===== src/rtl/wb_bus_arbiter.sv =====
// Two-master (instruction M0, data M1) to one-slave Wishbone B4 round-robin arbiter.
// Optional stall watchdog is compiled in with `define WB_ARB_TIMEOUT_EN.
module wb_bus_arbiter #(
   parameter int unsigned TIMEOUT_CYCLES = 64
) (
   input  logic        clk,
   input  logic        rst,
   input  logic [31:0] m0_adr_i,
   input  logic        m0_cyc_i,
   input  logic        m0_stb_i,
   output logic [31:0] m0_dat_o,
   output logic        m0_ack_o,
   output logic        m0_err_o,
   input  logic [31:0] m1_adr_i,
   input  logic [31:0] m1_dat_i,
   input  logic        m1_we_i,
   input  logic [3:0]  m1_sel_i,
   input  logic        m1_cyc_i,
   input  logic        m1_stb_i,
   output logic [31:0] m1_dat_o,
   output logic        m1_ack_o,
   output logic        m1_err_o,
   output logic [31:0] s_adr_o,
   output logic [31:0] s_dat_o,
   output logic        s_we_o,
   output logic [3:0]  s_sel_o,
   output logic        s_cyc_o,
   output logic        s_stb_o,
   input  logic [31:0] s_dat_i,
   input  logic        s_ack_i,
   input  logic        s_err_i,
   output logic [1:0]  grant_o
);

   typedef enum logic [1:0] {StIdle, StOwnM0, StOwnM1} state_t;

   state_t      r_state;
   logic        r_last;   // 0: M0 was granted last, 1: M1
   logic [1:0]  r_grant;
   logic        w_req0, w_req1, w_own0, w_own1;
   logic        w_cyc, w_stb, w_timeout;

   if ((TIMEOUT_CYCLES < 2) || (TIMEOUT_CYCLES > 255)) begin : g_bad_timeout
      $error("TIMEOUT_CYCLES must be in 2..255");
   end

   assign w_req0 = m0_cyc_i & m0_stb_i;
   assign w_req1 = m1_cyc_i & m1_stb_i;
   assign w_own0 = (r_state == StOwnM0);
   assign w_own1 = (r_state == StOwnM1);

   always_comb begin
      w_cyc   = 1'b0;
      w_stb   = 1'b0;
      s_adr_o = '0;
      s_dat_o = '0;
      s_we_o  = 1'b0;
      s_sel_o = '0;
      if (w_own0) begin
         w_cyc   = m0_cyc_i;
         w_stb   = m0_stb_i;
         s_adr_o = m0_adr_i;
         s_sel_o = 4'b1111;
      end else if (w_own1) begin
         w_cyc   = m1_cyc_i;
         w_stb   = m1_stb_i;
         s_adr_o = m1_adr_i;
         s_dat_o = m1_dat_i;
         s_we_o  = m1_we_i;
         s_sel_o = m1_sel_i;
      end
   end

`ifdef WB_ARB_TIMEOUT_EN
   localparam logic [7:0] StallMax = 8'(TIMEOUT_CYCLES - 1);
   logic [7:0] r_stall;

   // Fires on the TIMEOUT_CYCLES-th consecutive unanswered strobe cycle.
   assign w_timeout = (w_own0 | w_own1) & w_cyc & w_stb & ~s_ack_i & ~s_err_i &
                      (r_stall == StallMax);

   always_ff @(posedge clk) begin
      if (rst || r_state == StIdle || s_ack_i || s_err_i || w_timeout) begin
         r_stall <= '0;
      end else if (w_cyc && w_stb) begin
         r_stall <= r_stall + 8'd1;
      end
   end
`else
   assign w_timeout = 1'b0;
`endif

   assign s_cyc_o  = w_cyc & ~w_timeout;
   assign s_stb_o  = w_stb & ~w_timeout;
   assign m0_dat_o = s_dat_i;
   assign m1_dat_o = s_dat_i;
   assign m0_ack_o = w_own0 & s_ack_i & ~s_err_i;
   assign m1_ack_o = w_own1 & s_ack_i & ~s_err_i;
   assign m0_err_o = w_own0 & (s_err_i | w_timeout);
   assign m1_err_o = w_own1 & (s_err_i | w_timeout);
   assign grant_o  = r_grant;

   always_ff @(posedge clk) begin
      if (rst) begin
         r_state <= StIdle;
         r_last  <= 1'b0;
         r_grant <= 2'b00;
      end else begin
         unique case (r_state)
            StIdle: begin
               if (w_req1 && (!w_req0 || !r_last)) begin
                  r_state <= StOwnM1;
                  r_last  <= 1'b1;
                  r_grant <= 2'b10;
               end else if (w_req0) begin
                  r_state <= StOwnM0;
                  r_last  <= 1'b0;
                  r_grant <= 2'b01;
               end
            end
            StOwnM0: begin
               if (!m0_cyc_i || w_timeout) begin
                  r_state <= StIdle;
                  r_grant <= 2'b00;
               end
            end
            StOwnM1: begin
               if (!m1_cyc_i || w_timeout) begin
                  r_state <= StIdle;
                  r_grant <= 2'b00;
               end
            end
            default: begin
               r_state <= StIdle;
               r_grant <= 2'b00;
            end
         endcase
      end
   end

endmodule


===== config.mk =====
export PLATFORM = sky130hd
export DESIGN_NAME = wb_bus_arbiter
export DESIGN_NICKNAME = d
export VERILOG_FILES = /design/src/rtl/wb_bus_arbiter.sv
export SDC_FILE = /design/constraint.sdc
export NUM_CORES = 1
export LEC_CHECK = 0
export ABC_AREA = 0
export BUFFER_PORTS_ARGS = -buffer_cell sky130_fd_sc_hd__buf_2
export CAP_MARGIN = 10
export CORE_AREA = 5 5 107 109
export DETAILED_ROUTE_END_ITERATION = 16
export DIE_AREA = 0 0 112 114
export PLACE_DENSITY_LB_ADDON = 0.1
export SYNTH_ARGS = -nofsm -noshare
export SYNTH_HDL_FRONTEND = slang
export SYNTH_SLANG_ARGS = --single-unit

===== constraint.sdc =====
create_clock -name clk -period 4.2 [get_ports clk]
set_clock_uncertainty 0.15 [all_clocks]
set_input_delay 0.84 -clock clk [delete_from_list [all_inputs] [get_ports clk]]
set_output_delay 0.84 -clock clk [all_outputs]
set_load 0.02 [all_outputs]

==> summary.txt <==
Synth Register Bits - 3
Power Total - 297 uW
Ys async rst share - 0%
Psw - 118 uW
Combinational share of power - 60.8%
Synthesized instance count - 170
Final core occ - 18.0%
Layout cells sized above 1 - 67.8%
Post-CTS setup buffers - 0
EDFF count, synth - 0
Clock share of power - 28.2%
Post-synthesis sequential area ratio - 4.65%
Status - complete, no violations
Clock Path Buffers - 2
DP Wirelength - 4680 um
Die Area - 12800 um2
Critical Path Start Type - register
Worst EP required - 3.21 ns
Final nets - 428
VDD IR max - 0.107 mV
Max-cap violations - 0
# setup viols final - 0
Clock Latency Late Sink - 0.22 ns
Sw Ratio - 39.8%
Placer Congestion - 0.743
Root buf cell - clkbuf_8
Pins Over Slew Limit - 0
Post-DR vias/cell - 3.57
Die span in y - 114 um
First-pass GRT wire length - 7950 um
Remaining DRCs - 0
Critical path class - reg2out
Non-Filler Instances - 426
Initial drt markers - 65
CTS sink cnt - 3
Placed cells - 422
Post-DP Area - 1850 um2
Cell variety after synth - 19
Pwr Density - 157 nW/um2
Final worst path period need - 2.96 ns
Crit path max fanout - 44
Fin crit share - 70.6%
Post-Syn Nets - 311
Slew @ Worst Pin - 0.611 ns
Leakage - 0.00121 uW
Min-delay src - r_last$_SDFFE_PP0P_
Final hold vios - 0
I/O pin total - 282
N_diodes - 0
Most common cell after layout, fill and taps aside - buf_2
CP Cell Sequence - and2b_2, buf_4, a22o_1, buf_2
F_max - 0.337 GHz
Slowest stage delay, CP - 0.58 ns
DRT Wirelength - 5540 um
Most frequent cells in the layout - 185 x buf_2, 35 x and2_1, 32 x a22o_1
Layout area overhead - 46.4%
Worst flop-to-flop path startpoint - grant_o[0]$_SDFFE_PP0P_
Setup crit start - grant_o[1]$_SDFFE_PP0P_
Largest net degree at the start of global routing - 45
Min-Delay Path Class - reg2reg
FP Rows - 38
Htree depth - 1
Worst-path clk slew - 0.03 ns
IO Port Bufs - 185
Mapped cell area - 1290 um2
GRT Overall Usage - 7.50%
WL per Instance - 13.0 um
Cts bufs inserted - 3
Initial antenna violation count - 0
RSZ-0062 raised after global routing - no
Yosys top cell by area - buf_4
P_int - 179 uW
Yosys top cell area share - 38.3%
Resized Gates After CTS - 0
Area contributors post-synth - buf_4 38%, a22o_1 22%, and2_1 17%
Critical Path Sink Type - output pin
CTS tree - yes
Final TNS setup - 0 ns
Number of global-route vias before repair - 1498
Die W - 112 um
Total number of yosys warnings - 0
Core area - 10500 um2
Initial Utilization - 12.3%
GR Overflow Total - 0
Hold_buf cts - 0
Average cell area after synthesis - 7.60 um2
Routed Antenna Nets - 0
Slew headroom - 59.3%
Slowest-stage cell, CP - and2b_2
Arr. time, crit path - 1.97 ns
DRT Pass-1 Iters - 4
Finished Cell Area - 1890 um2
Synth Flop Type - dfxtp_1
Sequential share of power - 11.0%
Via count - 1520
Fill cells - 1222
==> through the flow <==
stage | setup slack [ns] | hold WS (ns)
after floorplan | 1.94 | 0.297
after global placement | 1.40 | 0.342
after detailed placement | 1.37 | 0.331
after CTS | 1.14 | 0.334
after global routing | 0.969 | 0.369
final | 1.24 | 0.334
==> cells in the mapped netlist, drive strengths merged, types with 2 or more instances <==
cell type,instances
and2,35
a21o,4
buf,76
a21oi,2
nand2,7
and3b,2
a22o,32
dfxtp,3
==> routing by layer <==
layer	track usage, %	vias up	part of all wire, %
li1	-	752	-
met1	7.18	656	30
met2	14.6	90	55
met3	2.71	22	12
met4	2.88	0	2.8
met5	0	-	0
==> flip-flops by register name (all words and copies together) (netlist names) <==
signal / flops
grant_o: 2
r_last: 1
==> layout make-up <==
type / instances / area [um2] / share of cell area (%)
Tap cell: 140 / 175 / 9.26
Timing Repair Buffer: 188 / 948 / 50.1
Clock buffer: 4 / 45.0 / 2.38
Multi-Input combinational cell: 91 / 663 / 35.1
Sequential cell: 3 / 60.1 / 3.17
==> path summary, 6_finish.rpt <==
check	cells after the start	slack, ns	end
worst min-delay path	2	0.33	r_last$_SDFFE_PP0P_
worst max-delay path	4	1.24	s_adr_o[7]
worst min register to register	2	0.33	r_last$_SDFFE_PP0P_
worst max register to register	4	2.63	grant_o[0]$_SDFFE_PP0P_
==> cells by family after synthesis <==
family                 synth area share (%)
buffers and inverters                  44.1
and+or+nand+nor                        24.7
AOI/OAI and AO/OA                      26.5
DFF                                    4.65
==> worst max-delay path: cells and delay by family (launching register included) <==
kind | cells | cell delay, ns
AOI/OAI and AO/OA | 1 | 0.18
buffers and inverters | 2 | 0.57
DFF | 1 | 0.41
and+or+nand+nor | 1 | 0.58
==> power by group through the flow <==
stage	Sequential (uW)	Clock [uW]	Combinational, uW
finish	32.6	83.6	180
global route	32.9	87.2	198
CTS	32.5	86.4	184
detailed placement	32.9	0	184
global placement	32.9	0	185
floorplan	33.8	0	186
No activity file was read; power rests on OpenSTA's default activity.
